$ cat src/rtl/bus_arbiter_split_if.sv
// Bus arbiter signal bundle: master requests and transfer pulses in,
// grant/ownership status out. The arbiter connects through the slave modport.
interface bus_arbiter_split_if #(
    parameter int NUM_MASTERS = 4,
    parameter int SLAVE_LEN   = 2
);
    logic [NUM_MASTERS-1:0]           request;
    logic [NUM_MASTERS*SLAVE_LEN-1:0] slave_sel;
    logic                             trans_done;
    logic                             split;
    logic                             split_resume;
    logic [NUM_MASTERS-1:0]           grant;
    logic [SLAVE_LEN-1:0]             grant_slave;
    logic                             arbiter_busy;
    logic                             bus_busy;
    logic [NUM_MASTERS-1:0]           split_pending;

    modport master (
        output request, slave_sel, trans_done, split, split_resume,
        input  grant, grant_slave, arbiter_busy, bus_busy, split_pending
    );

    modport slave (
        input  request, slave_sel, trans_done, split, split_resume,
        output grant, grant_slave, arbiter_busy, bus_busy, split_pending
    );
endinterface

$ cat src/rtl/bus_arbiter_split.sv
// N-master bus arbiter with one outstanding split transaction.
// IDLE -> ARB (one cycle, arbiter_busy) -> OWN (grant held until the owner
// completes, is split, or abandons). A parked master whose slave has signalled
// resume wins the next arbitration ahead of everyone else.
module bus_arbiter_split #(
    parameter int NUM_MASTERS = 4,
    parameter int SLAVE_LEN   = 2,
    parameter int RR_MODE     = 1
) (
    input logic                i_clk,
    input logic                i_reset,
    bus_arbiter_split_if.slave io_bus
);
    localparam int IDX_W = (NUM_MASTERS > 1) ? $clog2(NUM_MASTERS) : 1;

    typedef enum logic [1:0] {IDLE, ARB, OWN} state_t;

    state_t                 r_state, w_state_nxt;
    logic [NUM_MASTERS-1:0] r_grant, w_grant_nxt;
    logic [SLAVE_LEN-1:0]   r_grant_slave, w_grant_slave_nxt;
    logic                   r_arb_busy, w_arb_busy_nxt;
    logic                   r_bus_busy, w_bus_busy_nxt;
    logic [NUM_MASTERS-1:0] r_split_pending, w_split_pending_nxt;
    logic [SLAVE_LEN-1:0]   r_split_slave, w_split_slave_nxt;
    logic                   r_resume, w_resume_nxt;
    logic [IDX_W-1:0]       r_ptr, w_ptr_nxt;
    logic [IDX_W-1:0]       r_owner, w_owner_nxt;
    logic [IDX_W-1:0]       r_park_idx, w_park_idx_nxt;

    logic [NUM_MASTERS-1:0] w_elig;
    logic                   w_park_win;
    logic                   w_pick_vld;
    logic [IDX_W-1:0]       w_pick_idx;
    logic [IDX_W-1:0]       w_scan_idx;
    logic                   w_exit;

    // Eligibility: requesting, not parked, and not targeting the split slave
    always_comb begin
        w_elig = '0;
        for (int i = 0; i < NUM_MASTERS; i++) begin
            w_elig[i] = io_bus.request[i] && !r_split_pending[i] &&
                        !((r_split_pending != '0) &&
                          (io_bus.slave_sel[i*SLAVE_LEN +: SLAVE_LEN] == r_split_slave));
        end
        w_park_win = r_resume && ((io_bus.request & r_split_pending) != '0);
    end

    // Winner search: resumed parked master first, else fixed or rotating priority
    always_comb begin
        int j;
        j          = 0;
        w_pick_vld = 1'b0;
        w_pick_idx = '0;
        w_scan_idx = '0;
        for (int k = 0; k < NUM_MASTERS; k++) begin
            j = (RR_MODE != 0) ? (int'(r_ptr) + 1 + k) : k;
            if (j >= NUM_MASTERS) j = j - NUM_MASTERS;
            w_scan_idx = IDX_W'(j);
            if (!w_pick_vld && w_elig[w_scan_idx]) begin
                w_pick_vld = 1'b1;
                w_pick_idx = w_scan_idx;
            end
        end
        if (w_park_win) begin
            w_pick_vld = 1'b1;
            w_pick_idx = r_park_idx;
        end
    end

    // Next-state and next-output logic for the arbitration FSM
    always_comb begin
        w_state_nxt         = r_state;
        w_grant_nxt         = r_grant;
        w_grant_slave_nxt   = r_grant_slave;
        w_arb_busy_nxt      = 1'b0;
        w_bus_busy_nxt      = r_bus_busy;
        w_split_pending_nxt = r_split_pending;
        w_split_slave_nxt   = r_split_slave;
        w_resume_nxt        = r_resume;
        w_ptr_nxt           = r_ptr;
        w_owner_nxt         = r_owner;
        w_park_idx_nxt      = r_park_idx;
        w_exit              = 1'b0;

        // Resume only means something while a master is parked
        if (io_bus.split_resume && (r_split_pending != '0)) w_resume_nxt = 1'b1;

        case (r_state)
            IDLE: begin
                w_grant_nxt    = '0;
                w_bus_busy_nxt = 1'b0;
                if ((w_elig != '0) || w_park_win) begin
                    w_state_nxt    = ARB;
                    w_arb_busy_nxt = 1'b1;
                end
            end
            ARB: begin
                if (w_pick_vld) begin
                    w_state_nxt       = OWN;
                    w_grant_nxt       = {{(NUM_MASTERS-1){1'b0}}, 1'b1} << w_pick_idx;
                    w_grant_slave_nxt = io_bus.slave_sel[w_pick_idx*SLAVE_LEN +: SLAVE_LEN];
                    w_bus_busy_nxt    = 1'b1;
                    w_owner_nxt       = w_pick_idx;
                end else begin
                    w_state_nxt = IDLE;
                end
            end
            OWN: begin
                // trans_done takes precedence over a simultaneous split
                if (io_bus.trans_done) begin
                    w_exit = 1'b1;
                    if (r_split_pending[r_owner]) begin
                        w_split_pending_nxt = '0;
                        w_resume_nxt        = 1'b0;
                    end
                end else if (io_bus.split && (r_split_pending == '0)) begin
                    w_exit              = 1'b1;
                    w_split_pending_nxt = r_grant;
                    w_split_slave_nxt   = r_grant_slave;
                    w_park_idx_nxt      = r_owner;
                end else if (!io_bus.request[r_owner]) begin
                    w_exit = 1'b1;
                end
                if (w_exit) begin
                    w_state_nxt    = IDLE;
                    w_grant_nxt    = '0;
                    w_bus_busy_nxt = 1'b0;
                    w_ptr_nxt      = r_owner;
                end
            end
            default: begin
                w_state_nxt    = IDLE;
                w_grant_nxt    = '0;
                w_bus_busy_nxt = 1'b0;
            end
        endcase
    end

    // State and registered outputs; reset abandons any parked transfer
    always_ff @(posedge i_clk) begin
        if (i_reset) begin
            r_state         <= IDLE;
            r_grant         <= '0;
            r_grant_slave   <= '0;
            r_arb_busy      <= 1'b0;
            r_bus_busy      <= 1'b0;
            r_split_pending <= '0;
            r_split_slave   <= '0;
            r_resume        <= 1'b0;
            r_ptr           <= IDX_W'(NUM_MASTERS - 1);
            r_owner         <= '0;
            r_park_idx      <= '0;
        end else begin
            r_state         <= w_state_nxt;
            r_grant         <= w_grant_nxt;
            r_grant_slave   <= w_grant_slave_nxt;
            r_arb_busy      <= w_arb_busy_nxt;
            r_bus_busy      <= w_bus_busy_nxt;
            r_split_pending <= w_split_pending_nxt;
            r_split_slave   <= w_split_slave_nxt;
            r_resume        <= w_resume_nxt;
            r_ptr           <= w_ptr_nxt;
            r_owner         <= w_owner_nxt;
            r_park_idx      <= w_park_idx_nxt;
        end
    end

    assign io_bus.grant         = r_grant;
    assign io_bus.grant_slave   = r_grant_slave;
    assign io_bus.arbiter_busy  = r_arb_busy;
    assign io_bus.bus_busy      = r_bus_busy;
    assign io_bus.split_pending = r_split_pending;
endmodule
$ cat src/flat_wrapper.sv
// flat-port wrapper written by rule: the top's interface ports become plain ports
module bus_arbiter_split_flat 
#(
    parameter int NUM_MASTERS = 4,
    parameter int SLAVE_LEN   = 2,
    parameter int RR_MODE     = 1
)
  (i_clk, i_reset, io_bus_request, io_bus_slave_sel, io_bus_trans_done, io_bus_split, io_bus_split_resume, io_bus_grant, io_bus_grant_slave, io_bus_arbiter_busy, io_bus_bus_busy, io_bus_split_pending);
  bus_arbiter_split_if #(.NUM_MASTERS(NUM_MASTERS), .SLAVE_LEN(SLAVE_LEN)) io_bus_i ();
  input logic i_clk;
  input logic i_reset;
  input wire logic [$bits(io_bus_i.request)-1:0] io_bus_request;
  input wire logic [$bits(io_bus_i.slave_sel)-1:0] io_bus_slave_sel;
  input wire logic [$bits(io_bus_i.trans_done)-1:0] io_bus_trans_done;
  input wire logic [$bits(io_bus_i.split)-1:0] io_bus_split;
  input wire logic [$bits(io_bus_i.split_resume)-1:0] io_bus_split_resume;
  output wire logic [$bits(io_bus_i.grant)-1:0] io_bus_grant;
  output wire logic [$bits(io_bus_i.grant_slave)-1:0] io_bus_grant_slave;
  output wire logic [$bits(io_bus_i.arbiter_busy)-1:0] io_bus_arbiter_busy;
  output wire logic [$bits(io_bus_i.bus_busy)-1:0] io_bus_bus_busy;
  output wire logic [$bits(io_bus_i.split_pending)-1:0] io_bus_split_pending;
  assign io_bus_i.request = io_bus_request;
  assign io_bus_i.slave_sel = io_bus_slave_sel;
  assign io_bus_i.trans_done = io_bus_trans_done;
  assign io_bus_i.split = io_bus_split;
  assign io_bus_i.split_resume = io_bus_split_resume;
  assign io_bus_grant = io_bus_i.grant;
  assign io_bus_grant_slave = io_bus_i.grant_slave;
  assign io_bus_arbiter_busy = io_bus_i.arbiter_busy;
  assign io_bus_bus_busy = io_bus_i.bus_busy;
  assign io_bus_split_pending = io_bus_i.split_pending;
  bus_arbiter_split #(.NUM_MASTERS(NUM_MASTERS), .SLAVE_LEN(SLAVE_LEN), .RR_MODE(RR_MODE)) u_core (.i_clk(i_clk), .i_reset(i_reset), .io_bus(io_bus_i));
endmodule
$ cat config.mk
export PLATFORM = sky130hd
export DESIGN_NAME = bus_arbiter_split_flat
export DESIGN_NICKNAME = d
export VERILOG_FILES = /design/src/rtl/bus_arbiter_split_if.sv /design/src/rtl/bus_arbiter_split.sv /design/src/flat_wrapper.sv
export SDC_FILE = /design/constraint.sdc
export NUM_CORES = 1
export LEC_CHECK = 0
export CAP_MARGIN = 20
export CORE_MARGIN = 3
export CORE_UTILIZATION = 30
export CTS_BUF_LIST = sky130_fd_sc_hd__clkbuf_8
export DETAILED_ROUTE_END_ITERATION = 6
export PLACE_DENSITY_LB_ADDON = 0.25
export SLEW_MARGIN = 30
export SYNTH_ARGS = -nofsm -noshare
export SYNTH_HDL_FRONTEND = slang
export SYNTH_SLANG_ARGS = --single-unit
$ cat constraint.sdc
create_clock -name i_clk -period 4.01 [get_ports i_clk]
set_input_delay 0.6015 -clock i_clk [delete_from_list [all_inputs] [get_ports i_clk]]
set_output_delay 0.6015 -clock i_clk [all_outputs]
set_load 0.02 [all_outputs]
* Yosys cells after proc, flatten, opt, wreduce, memory -nomap -nowiden *
Cells that the tools add are included.

cells by class
  add/sub/neg operators = 8
  $lt $le $gt $ge = 9
  equality and inequality tests = 10
  shift-type cells = 2
  mux-type cells = 48
  bitwise logic cells = 3
  reduce and logical (&&, ||, !) cells = 43

operators with widths
  operator               number
  $ge A32 B4 Y1 const B  3
  $mux W2                12
  $mux W1                22
  $mux W4                5
  $logic_and A1 B1 Y1    18
  $lt A2 B3 Y1 const B   5
  $bmux W1 S2            6
  $reduce_bool A4 Y1     3
  $logic_not A1 Y1       11
  $add A3 B2 Y4 const B  2
  $eq A2 B2 Y1           4
  $ne A2 B1 Y1 const B   4
  $pmux W4 S2            1
  $reduce_and A2 Y1      4
  $shiftx A8 B4 Y2       1
  $sub A2 B1 Y2 const B  4
  $pmux W2 S3            1
  $reduce_and A3 Y1      2
  $add A3 B1 Y4 const B  1
  $and A4 B4 Y4          1
  $logic_not A4 Y1       1
  $shl A1 B2 Y4 const A  1
  $add A2 B1 Y3 const B  1
  $ge A3 B3 Y1 const B   1
  8 further kinds        9

word-level totals
  flip-flop bits (word level) = 23
  input bits = 17
  output and inout port bits = 12
  word-level logic and storage cells = 134

* Logic depth before layout (Yosys ltp) *
Gate-level depths: netlist (run 1).

  depth in word-level cells = 20
  depth in mapped cells = 8
  mapped depth without buffers = 7

* Least setup slack after synthesis (run 1) *
OpenSTA, ideal clock, no wires.

  path kind = input -> register
  start point = in io_bus_slave_sel[7]
  end point = reg u_core.r_grant_slave[1] (netlist: u_core.io_bus.grant_slave[1])
  arrival = 2.371 ns
  data required time = 3.877 ns
  slack = 1.506 ns
  stages = 6
  cell sequence = xor2_1 o311ai_1 a211oi_2 a2111oi_4 mux2i_1 o221ai_1

on the way
  word-level cells in the longest chain between the ends = 18
  elaborated cells on any way between the ends = 30
  those cells by class = 1 x eq/ne; 1 x shift; 18 x mux; 10 x reduce/logical

RTL lines
  element                                                line                      text
  from (decl)                                            flat_wrapper.sv:13        input wire logic [$bits(io_bus_i.slave_sel)-1:0] io_bus_slave_sel;
  $eq A2 B2 Y1                                           bus_arbiter_split.sv:43   (io_bus.slave_sel[i*SLAVE_LEN +: SLAVE_LEN] == r_split_slave));
  $logic_and A1 B1 Y1                                    bus_arbiter_split.sv:42   !((r_split_pending != '0) &&
  $logic_not A1 Y1                                       bus_arbiter_split.sv:42
  $logic_and A1 B1 Y1                                    bus_arbiter_split.sv:41   w_elig[i] = io_bus.request[i] && !r_split_pending[i] &&
  $bmux W1 S2                                            bus_arbiter_split.sv:59   if (!w_pick_vld && w_elig[w_scan_idx]) begin
  $mux W1 (not written as such)                          bus_arbiter_split.sv:59
  $mux W1                                                bus_arbiter_split.sv:59
  $logic_not A1 Y1                                       bus_arbiter_split.sv:59
  [2 not listed]                                         --
  $logic_not A1 Y1                                       bus_arbiter_split.sv:59
  $logic_and A1 B1 Y1                                    bus_arbiter_split.sv:59
  $mux W1                                                bus_arbiter_split.sv:59
  $logic_not A1 Y1                                       bus_arbiter_split.sv:59
  $logic_and A1 B1 Y1                                    bus_arbiter_split.sv:59
  $mux W2 or $mux W1 (tied branches)                     bus_arbiter_split.sv:59
  $mux W2 or $mux W1 (tied branches)                     bus_arbiter_split.sv:64   if (w_park_win) begin
  $shiftx A8 B4 Y2 or $reduce_and A2 Y1 (tied branches)  --
  to (signal assigned)                                   bus_arbiter_split.sv:156  r_grant_slave <= w_grant_slave_nxt;
  to (decl)                                              bus_arbiter_split.sv:20   logic [SLAVE_LEN-1:0] r_grant_slave, w_grant_slave_nxt;

Several ways; a longest one is shown, not always the timed one. The select of a mux whose other input is x is not followed.
A chain may end at the register's enable or synchronous reset.

* Worst setup path after layout (run 1) *
  start point = in io_bus_slave_sel[7]
  end point = reg u_core.r_grant_slave[0] (netlist: u_core.io_bus.grant_slave[0])

on the way
  word-level cells in the longest chain between the ends = 18
  elaborated cells on any way between the ends = 30
  those cells by class = 1 x eq/ne; 1 x shift; 18 x mux; 10 x reduce/logical

RTL lines
  element                                                line
  $eq A2 B2 Y1 *                                         bus_arbiter_split.sv:43
  $logic_and A1 B1 Y1 *                                  bus_arbiter_split.sv:42
  $logic_not A1 Y1 *                                     bus_arbiter_split.sv:42
  $logic_and A1 B1 Y1 *                                  bus_arbiter_split.sv:41
  $bmux W1 S2                                            bus_arbiter_split.sv:59
  $mux W1 (not written as such)                          bus_arbiter_split.sv:59
  $mux W1                                                bus_arbiter_split.sv:59
  $logic_not A1 Y1                                       bus_arbiter_split.sv:59
  [2 not listed]                                         --
  $logic_not A1 Y1                                       bus_arbiter_split.sv:59
  $logic_and A1 B1 Y1                                    bus_arbiter_split.sv:59
  $mux W1                                                bus_arbiter_split.sv:59
  $logic_not A1 Y1                                       bus_arbiter_split.sv:59
  $logic_and A1 B1 Y1                                    bus_arbiter_split.sv:59
  $mux W2 or $mux W1 (tied branches)                     bus_arbiter_split.sv:59
  $mux W2 or $mux W1 (tied branches)                     bus_arbiter_split.sv:64
  $shiftx A8 B4 Y2 or $reduce_and A2 Y1 (tied branches)  --

Every way passes the cells marked *; elsewhere a longest branch is shown, timed or not. The select of a mux whose other input is x is not followed.

==> results of run 1 <==
==> final cells by class <==
cell class,instances,area share [%]
Timing Repair Buffer,28,15.4
Multi-Input combinational cell,128,52.3
Clock buffer,3,2.26
Inverter,5,1.03
Sequential cell,23,25.3
Clock inverter,1,0.206
Tap cell,52,3.57
==> flip-flops by register name, indices dropped and copies added (netlist names) <==
| register | count |
|---|---|
| u_core.io_bus.grant_slave | 2 |
| u_core.r_split_slave | 2 |
| u_core.io_bus.split_pending | 4 |
| u_core.r_ptr | 2 |
| u_core.io_bus.grant | 4 |
| u_core.r_owner | 2 |
| u_core.io_bus.bus_busy | 1 |
| u_core.r_state | 2 |
| u_core.io_bus.arbiter_busy | 1 |
| u_core.r_resume | 1 |
| u_core.r_park_idx | 2 |
==> routing by layer <==
metal	vias to the layer above	wire, um	track usage [%]
met5	-	0	0
met3	7	285	1.85
met4	0	73	7.57
met1	691	1960	21.8
li1	680	-	-
met2	49	1930	25.8
==> cell families (layout without fill, tap and decap cells) <==
family,after synthesis,count (layout),share of synthesized area (%)
and+or+nand+nor,63,63,24.8
AOI/OAI and AO/OA,50,50,29.2
muxes,7,7,6.80
xor gates and xnor gates,8,8,4.82
DFF,23,23,31.7
buffers and inverters,10,37,2.67
==> metrics by stage <==
stage	instance area [um2]	std cells	utilization, %	setup WS [ns]
floorplan	1450	161	-	1.51
global route	1820	240	40.5	0.798
CTS	1820	240	40.5	1.00
detailed placement	1780	236	39.5	0.709
finish	1820	240	40.5	0.966
global placement	1780	236	39.5	0.843
==> layout by cell type, fill, tap and decap left out, types with 2 or more instances in the layout <==
cell type,synthesis,layout
clkbuf_8,0,3
xnor2_1,2,2
a211o_1,4,4
clkdlybuf4s50_1,0,28
o21a_1,2,2
nand4b_1,2,2
mux2i_1,5,5
nor3_1,4,4
a21oi_1,15,15
dfxtp_1,23,23
o21ai_0,2,2
nor2_1,13,13
inv_1,5,6
o311ai_1,2,2
o311a_1,2,2
and3_1,4,4
nand2_1,15,15
or3_1,3,3
nor4_1,2,2
nor3b_1,4,4
a32oi_1,3,3
a22o_1,2,2
xor2_1,6,6
nand3b_1,4,4
nand2b_1,4,4
o221ai_1,3,3
==> cell usage after synthesis, types with 2 or more instances <==
master,number,area share (%)
nor3b_1,4,2.1
or3_1,3,1.3
xnor2_1,2,1.2
a32oi_1,3,1.8
a211o_1,4,2.4
o311a_1,2,1.4
nand2b_1,4,1.7
and3_1,4,1.7
xor2_1,6,3.6
nand3b_1,4,2.1
nand4b_1,2,1.2
o21ai_0,2,0.69
nor3_1,4,1.4
nand2_1,15,3.9
mux2i_1,5,3.4
nor2_1,13,3.4
a21oi_1,15,5.2
dfxtp_1,23,32
inv_1,5,1.3
o221ai_1,3,1.8
clkbuf_1,4,1.0
nor4_1,2,0.86
o21a_1,2,1.0
o311ai_1,2,1.2
a22o_1,2,1.2
==> worst max path at each step <==
stage | from | to
floorplan | io_bus_slave_sel[7] | u_core.io_bus.grant_slave[1]$_SDFFE_PP0P_
global placement | io_bus_slave_sel[7] | u_core.io_bus.grant_slave[1]$_SDFFE_PP0P_
detailed placement | io_bus_slave_sel[7] | u_core.io_bus.grant_slave[0]$_SDFFE_PP0P_
CTS | io_bus_slave_sel[7] | u_core.io_bus.grant_slave[0]$_SDFFE_PP0P_
global route | io_bus_slave_sel[7] | u_core.io_bus.grant_slave[1]$_SDFFE_PP0P_
finish | io_bus_slave_sel[7] | u_core.io_bus.grant_slave[0]$_SDFFE_PP0P_
==> worst reg2reg max path, stage by stage (launching register included) <==
cell and delay (ns):
dfxtp_1 0.57, nor4_4 0.15, o311ai_1 0.70, a211oi_2 0.22, a2111oi_4 0.67, mux2i_1 0.28
o221ai_1 0.13
==> power by group through the flow <==
stage	combinational [mW]	clock (mW)	sequential, mW
after global routing	0.130	0.153	0.253
after CTS	0.119	0.143	0.251
after global placement	0.116	0	0.256
after floorplan	0.0661	0	0.259
final	0.119	0.140	0.252
after detailed placement	0.119	0	0.257
==> flow_summary.ini, run 1 <==
[route]
wirelength_um = 4250
wl_per_cell_um = 17.7
via_count = 1427
dr.pass1.iters = 4
first_iter_violations = 173
drc_errors = 0
ant_nets = 0
avgViaCountPerCell = 5.95

[layout]
area_delta_synth_final_pct = 25.5
multiInputGateArea_um2 = 953
n_antenna_cell = 0
fillCellCount = 452
fin_nets = 206
seq_area_um2 = 460
drive_gt1_share_pct = 5.85

[critical_path]
critPathBufInv = 1
crit_arrival_ns = 3.19
cp_top_family = compound AO/OA/AOI/OAI gates
timing.rr.end = u_core.io_bus.grant_slave[0]$_SDFFE_PP0P_
crit_path_max_fanout = 7
path_cells = clkdlybuf4s50_1, xor2_1, o311ai_1, a211oi_2, a2111oi_4, mux2i_1, o221ai_1
r2r_slack_ns = 1.17
start_kind = input port
worstReg2RegStart = u_core.io_bus.split_pending[1]$_SDFFE_PP0P_
r2r_cells = 6
crit_type = input port to flop
max_stage_delay_ns = 0.68
path_depth = 7
cp_slowest_cell = o311ai_1
endpoint_kind = flop
cp.required_ns = 4.16

[yosys]
yosys_warnings = 0
syn_area_um2 = 1450
ys_seq_area_share_pct = 31.7
synth_nets = 178
synth_enable_flop_cells = 0
postSynthCellCount = 161
yosys_most_used_dff = dfxtp_1
synthArstFlopShare_pct = 0
ys_seq_elements = 23
ys_types = 51
avgSynthCellArea_um2 = 9.02

[timing]
worst_pin_slew_ns = 0.847
fin_crit_ns = 3.04
hold_violations = 0
setup-violations-final = 0
min_period_over_period_pct = 75.9
rsz0062_at_grt = no
clock.fmax_mhz = 329
fin_tns_setup_ns = 0
finalClockSkew_ns = 0.00519
holdWs_ns = 0.468
max_slew_margin_pct = 43.3
slew_viol_final = 0

[power]
pwr-share-seq_pct = 49.2
powerDensity_nw_per_um2 = 280
leakagePower_nw = 0.669
switching_share_pct = 28.8
switchingPower_mw = 0.147
ir_drop_uv = 155
intPower_mw = 0.363
comb_power_share_pct = 23.4
power_mw = 0.511
power_frac_clock_pct = 27.4

[min_path]
hold_path_end = u_core.r_park_idx[1]$_SDFFE_PP0P_
hp-class = flop to flop
holdCritStartpoint = u_core.r_park_idx[1]$_SDFFE_PP0P_
min_path_cells = 2

[clock_network]
root_buffer = clkbuf_8
cts_resized = 0
tritoncts = built
hold_buffers = 0
clock_latency_ns = 0.26
cts_sinks = 23
htree_levels = 1
clk_path_buf_depth = 2
cts_setup_buffers = 0
cts.clk_slew.worst_paths_ns = 0.08
cts_made_buffers = 3

[flow_run]
drv_cap = 0

[die]
core_area_um2 = 4500
start_util_pct = 32.2
die_h_um = 75.6
row_count = 24
pin_count = 29
die_area_um2 = 5710
die_x_um = 75.6

[place]
io_buffers = 28
gp_congestion = 0.818
place_hpwl_um = 3270

[global_route]
grt_first_pass_wirelength_um = 6930
antenna_found_initial = 0
grt_use_total_pct = 16.2
grt_max_degree = 26
grt_pass1_vias = 1459
overflow = 0

[outcome]
status = finished, final reports clean
Note: power is estimated with default switching activity, not from simulation.
==> run 2, diff against run 1 <==
clock period = 2.5 ns   (was 4.01 ns; I/O delays follow)
==> run 2 against run 1 <==
Net effect:
- count of clock-buffer cells in the layout stayed put
- global-route usage is 0.91 points higher
- combinational power is 120% higher
- routed wire length is 16% higher
- worst hold slack worse by 0.0061 ns
- clock skew is 0.0022 ns lower
- non-clock buffer count is 45 higher
==> flow_summary.ini, run 2 (synthesis results as in run 1) <==
[outcome]
status = finished, final reports clean

[timing]
clock.fmax_mhz = 401
hold_violations = 0
fin_crit_ns = 2.50
slew_viol_final = 0
fin_ws_ns = 0.00419
rsz0062_at_grt = yes
worst_pin_slew_ns = 0.448
max_slew_margin_pct = 69.8
setup-violations-final = 0
min_period_over_period_pct = 99.8
finalClockSkew_ns = 0.00301

[die]
pin_count = 29
start_util_pct = 32.2
row_count = 24
core_area_um2 = 4500
die_x_um = 75.6
die_area_um2 = 5710
die_h_um = 75.6

[route]
wl_per_cell_um = 17.4
avgViaCountPerCell = 5.65
ant_nets = 0
via_count = 1611
first_iter_violations = 91
wirelength_um = 4950
dr.pass1.iters = 4
drc_errors = 0

[critical_path]
cp.required_ns = 2.68
crit_start = io_bus_slave_sel[3]
timing.rr.end = u_core.io_bus.grant_slave[0]$_SDFFE_PP0P_
crit_path_max_fanout = 6
r2r_cells = 9
endpoint_kind = flop
start_kind = input port
r2r_slack_ns = 0.02
critPathCapture = u_core.io_bus.grant_slave[0]$_SDFFE_PP0P_
worstReg2RegStart = u_core.io_bus.split_pending[0]$_SDFFE_PP0P_
crit_arrival_ns = 2.68
crit_type = input port to flop

[power]
power_frac_clock_pct = 24.7
ir_drop_uv = 258
pwr-share-seq_pct = 45.4
intPower_mw = 0.628
switchingPower_mw = 0.257
comb_power_share_pct = 29.9
switching_share_pct = 29.1
leakagePower_nw = 0.949
powerDensity_nw_per_um2 = 375

[layout]
fin_area_um2 = 2360
area_delta_synth_final_pct = 62.2
fillCellCount = 420
final_common_cell = buf_4
n_antenna_cell = 0
most-common-layout-cells = buf_4, clkdlybuf4s50_1, dfxtp_1
fin_nets = 251
drive_gt1_share_pct = 36.5

[global_route]
grt_most_used_layer = met2
antenna_found_initial = 0
grt_use_total_pct = 17.1
overflow = 0
grt_first_pass_wirelength_um = 7600
gr-usage-met3_pct = 2.37
use_met2_pct = 28.5
grt_use_met1_pct = 22.7
grt_pass1_vias = 1627
grt_max_degree = 21

[clock_network]
root_buffer = clkbuf_8
htree_levels = 1
hold_buffers = 0
cts.clk_slew.worst_paths_ns = 0.08
cts_sinks = 23
tritoncts = built
clock_latency_ns = 0.25
clk_path_buf_depth = 2
cts_made_buffers = 3

[min_path]
min_path_cells = 1
hp-class = flop to flop

[place]
post-place-ws_ns = -0.347
placed_area_um2 = 2030
place_hpwl_um = 3560
io_buffers = 28
gp_congestion = 0.869

[flow_run]
drv_cap = 0
==> run 2: cell count changes in the layout (fill, tap and decap cells not counted), sizes merged <==
| cell | change |
|---|---|
| dlymetal6s2s | +1 |
| dlygate4sd2 | +3 |
| clkdlybuf4s50 | -4 |
| buf | +45 |
==> run 2: critical path, stage by stage <==
cell             delay, ns
clkdlybuf4s50_1       0.52
xor2_2                0.25
o311ai_4              0.14
buf_6                 0.15
or4_4                 0.42
a21oi_2               0.14
o31a_1                0.30
nand3b_1              0.16
o221ai_1              0.20
==> run 2: how the worst min path moves through the flow <==
| stage | from | endpoint | slack, ns |
|---|---|---|---|
| detailed placement | u_core.r_state[1]$_SDFFE_PP0P_ | u_core.r_state[0]$_SDFFE_PP0P_ | 0.45 |
| CTS | u_core.r_state[1]$_SDFFE_PP0P_ | u_core.r_state[0]$_SDFFE_PP0P_ | 0.46 |
| global placement | u_core.r_state[1]$_SDFFE_PP0P_ | u_core.r_state[0]$_SDFFE_PP0P_ | 0.43 |
| global route | u_core.io_bus.grant_slave[0]$_SDFFE_PP0P_ | u_core.r_split_slave[0]$_SDFFE_PP0P_ | 0.49 |
| floorplan | u_core.r_state[1]$_SDFFE_PP0P_ | u_core.io_bus.arbiter_busy$_SDFF_PP0_ | 0.43 |
| finish | u_core.r_state[1]$_SDFFE_PP0P_ | u_core.r_state[0]$_SDFFE_PP0P_ | 0.46 |
==> run 2: per-stage QoR <==
stage / TNS (ns) / cells / power (mW) / hold slack (ns) / utilization (%)
2_1_floorplan: 0 / 161 / 0.521 / 0.429 / -
3_3_place_gp: -1.41 / 269 / 0.632 / 0.433 / 45.0
3_5_place_dp: -1.90 / 269 / 0.637 / 0.452 / 45.0
4_1_cts: -0.00735 / 280 / 0.866 / 0.463 / 48.6
5_1_grt: -0.297 / 285 / 0.929 / 0.493 / 52.3
6_report: 0 / 285 / 0.885 / 0.462 / 52.3
==> run 2: power groups by stage <==
stage / registers [mW] / logic (mW) / clock network (mW)
6_report: 0.401 / 0.265 / 0.219
3_3_place_gp: 0.410 / 0.222 / 0
3_5_place_dp: 0.411 / 0.226 / 0
2_1_floorplan: 0.415 / 0.106 / 0
4_1_cts: 0.401 / 0.239 / 0.227
5_1_grt: 0.405 / 0.284 / 0.240
==> run 2: final cells by class <==
type | instances | area (um2) | area share [%]
Inverter | 5 | 18.8 | 0.797
Multi-Input combinational cell | 128 | 1120 | 47.5
Timing Repair Buffer | 73 | 636 | 27.0
Clock buffer | 3 | 41.3 | 1.75
Tap cell | 52 | 65.1 | 2.76
Sequential cell | 23 | 473 | 20.1
Clock inverter | 1 | 3.75 | 0.159
==> run 2: routing by layer <==
metal | vias up | routed length (um)
met5 | - | 0
met2 | 41 | 2410
met4 | 0 | 119
met1 | 784 | 2250
met3 | 12 | 179
li1 | 774 | -
==> run 2: repair_timing <==
action                     in CTS  in global routing
setup endpoints to repair       4                  6
gates resized for setup        18                 25
pin swaps                       4                  9
setup buffers                   7                  5
==> run 3, diff against run 2 <==
==> constraint.sdc (replaced) <==
create_clock -name i_clk -period 2.5 [get_ports i_clk]
set_input_delay 0.5 -clock i_clk [delete_from_list [all_inputs] [get_ports i_clk]]
set_output_delay 0.5 -clock i_clk [all_outputs]
set_load 0.02 [all_outputs]
==> run 3 against run 2 <==
Net effect:
- die area is the same
- via count fell by 0.62%
- final cell count decreased by 0.35%
- largest power group unchanged
- critical path depth did not move
- the flow now finishes with violations (negative setup slack)
- utilization decreased by 0.78 points
- sequential power hardly changed
- flip-flop and latch count stayed put
- worst hold slack worse by 0.0075 ns
- clock power about the same
- largest cell class unchanged
- final area is 1.5% lower
- worst setup slack worse by 0.022 ns
==> flow_summary.ini, run 3 (synthesis results as in run 1) <==
[clock_network]
cts_sinks = 23
clock_latency_ns = 0.26
clk_path_buf_depth = 2
cts.clk_slew.worst_paths_ns = 0.08
tritoncts = built
cts_made_buffers = 3
hold_buffers = 0
htree_levels = 1
root_buffer = clkbuf_8

[global_route]
grt_first_pass_wirelength_um = 7780
antenna_found_initial = 0
grt_use_total_pct = 17.5
grt_max_degree = 21
grt_pass1_vias = 1622
overflow = 0

[timing]
finalClockSkew_ns = 0.00489
fin_crit_ns = 2.52
min_period_over_period_pct = 101
hold_violations = 0
setup-violations-final = 2
holdWs_ns = 0.454
rsz0062_at_grt = yes
max_slew_margin_pct = 73.8
slew_viol_final = 0
fin_ws_ns = -0.0178
worst_pin_slew_ns = 0.393
clock.fmax_mhz = 397

[layout]
fin_nets = 250
multiInputGateArea_um2 = 1100
drive_gt1_share_pct = 33.6
area_delta_synth_final_pct = 59.8
fin_cells = 284
n_antenna_cell = 0
final_util_pct = 51.5
most-common-layout-cells = buf_4, dfxtp_1, clkdlybuf4s50_1
fillCellCount = 426
seq_area_um2 = 468
final_common_cell = buf_4

[critical_path]
max_stage_delay_ns = 0.58
cp_slowest_cell = or4_4
crit_type = flop to flop
cp_top_family = compound AO/OA/AOI/OAI gates
r2r_slack_ns = -0.02
worstReg2RegStart = u_core.io_bus.split_pending[0]$_SDFFE_PP0P_
path_depth = 9
critPathBufInv = 2
r2r_cells = 9
critPathCapture = u_core.io_bus.grant_slave[1]$_SDFFE_PP0P_
timing.rr.end = u_core.io_bus.grant_slave[1]$_SDFFE_PP0P_
crit_path_max_fanout = 6
crit_start = u_core.io_bus.split_pending[0]$_SDFFE_PP0P_
endpoint_kind = flop
crit_top_cell = buf_6
crit_arrival_ns = 2.67
cp.required_ns = 2.65
start_kind = flop
path_cells = or4_4, a31oi_4, buf_6, o21a_1, nor3_2, a2111oi_4, buf_6, mux2i_2, o221ai_2

[route]
ant_nets = 0
dr.pass1.iters = 4
via_count = 1601
avgViaCountPerCell = 5.64
first_iter_violations = 97
wl_per_cell_um = 17.1
wirelength_um = 4870
drc_errors = 0

[outcome]
status = complete, but fails checks
violations = negative setup slack

[die]
core_area_um2 = 4500
die_area_um2 = 5710
die_x_um = 75.6
pin_count = 29
row_count = 24
die_h_um = 75.6
start_util_pct = 32.2

[flow_run]
drv_cap = 0

[place]
gp_congestion = 0.842
place_hpwl_um = 3580
io_buffers = 28
place_inst = 272

[power]
powerDensity_nw_per_um2 = 390
ir_drop_uv = 235
leakagePower_nw = 0.962

[min_path]
hp-class = flop to flop
-- run 3: changes by cell type in the layout (fill, tap and decap cells not counted), sizes merged --
cell           delta
clkdlybuf4s50     -7
dlygate4sd2       +3
buf               -1
dlymetal6s2s      +4
-- run 3: cell type report --
type | instances | area share (%)
tap | 52 | 2.80
clock buffer | 3 | 1.78
timing repair buffer | 72 | 27.0
inverter | 5 | 0.809
multi-input combinational | 128 | 47.3
sequential | 23 | 20.2
clock inverter | 1 | 0.162
-- run 3: where the power goes --
part | switching, mW | leakage [nW] | internal [mW] | total [mW]
clock | 0.112 | 0.0269 | 0.109 | 0.222
combinational | 0.129 | 0.746 | 0.153 | 0.282
sequential | 0.0202 | 0.189 | 0.382 | 0.403
-- run 3: worst min path at each step --
stage	startpoint	to	slack (ns)	cells after the start
4_1_cts	u_core.r_state[1]$_SDFFE_PP0P_	u_core.r_state[0]$_SDFFE_PP0P_	0.46	1
6_report	u_core.r_state[1]$_SDFFE_PP0P_	u_core.r_state[0]$_SDFFE_PP0P_	0.45	1
3_5_place_dp	u_core.r_state[1]$_SDFFE_PP0P_	u_core.r_state[0]$_SDFFE_PP0P_	0.45	1
3_3_place_gp	u_core.r_state[1]$_SDFFE_PP0P_	u_core.r_state[0]$_SDFFE_PP0P_	0.44	1
2_1_floorplan	u_core.r_state[1]$_SDFFE_PP0P_	u_core.io_bus.arbiter_busy$_SDFF_PP0_	0.43	1
5_1_grt	u_core.r_state[1]$_SDFFE_PP0P_	u_core.r_state[0]$_SDFFE_PP0P_	0.49	1
-- run 3: routing by layer --
metal	global-route usage, %	wire length [um]	up-vias
met1	23.3	2160	771
met3	2.11	204	10
met4	6.60	64	0
met2	29.1	2430	53
met5	0	0	-
li1	-	-	767
-- run 3: per-stage QoR --
stage / total power [mW] / setup TNS (ns) / instance area [um2] / worst slack (ns)
after global routing: 0.956 / -0.530 / 2320 / -0.110
final: 0.906 / -0.0191 / 2320 / -0.0178
after floorplan: 0.521 / 0 / 1450 / 0.0261
after global placement: 0.639 / -2.50 / 2050 / -0.388
after CTS: 0.879 / -0.171 / 2160 / -0.0996
after detailed placement: 0.645 / -3.04 / 2050 / -0.493
-- run 3: what timing repair did --
action | in CTS | in global routing
pin swaps | 21 | 14
gates resized for setup | 15 | 27
cloned | 0 | 0
setup endpoints to repair | 7 | 8
setup buffers | 4 | 4
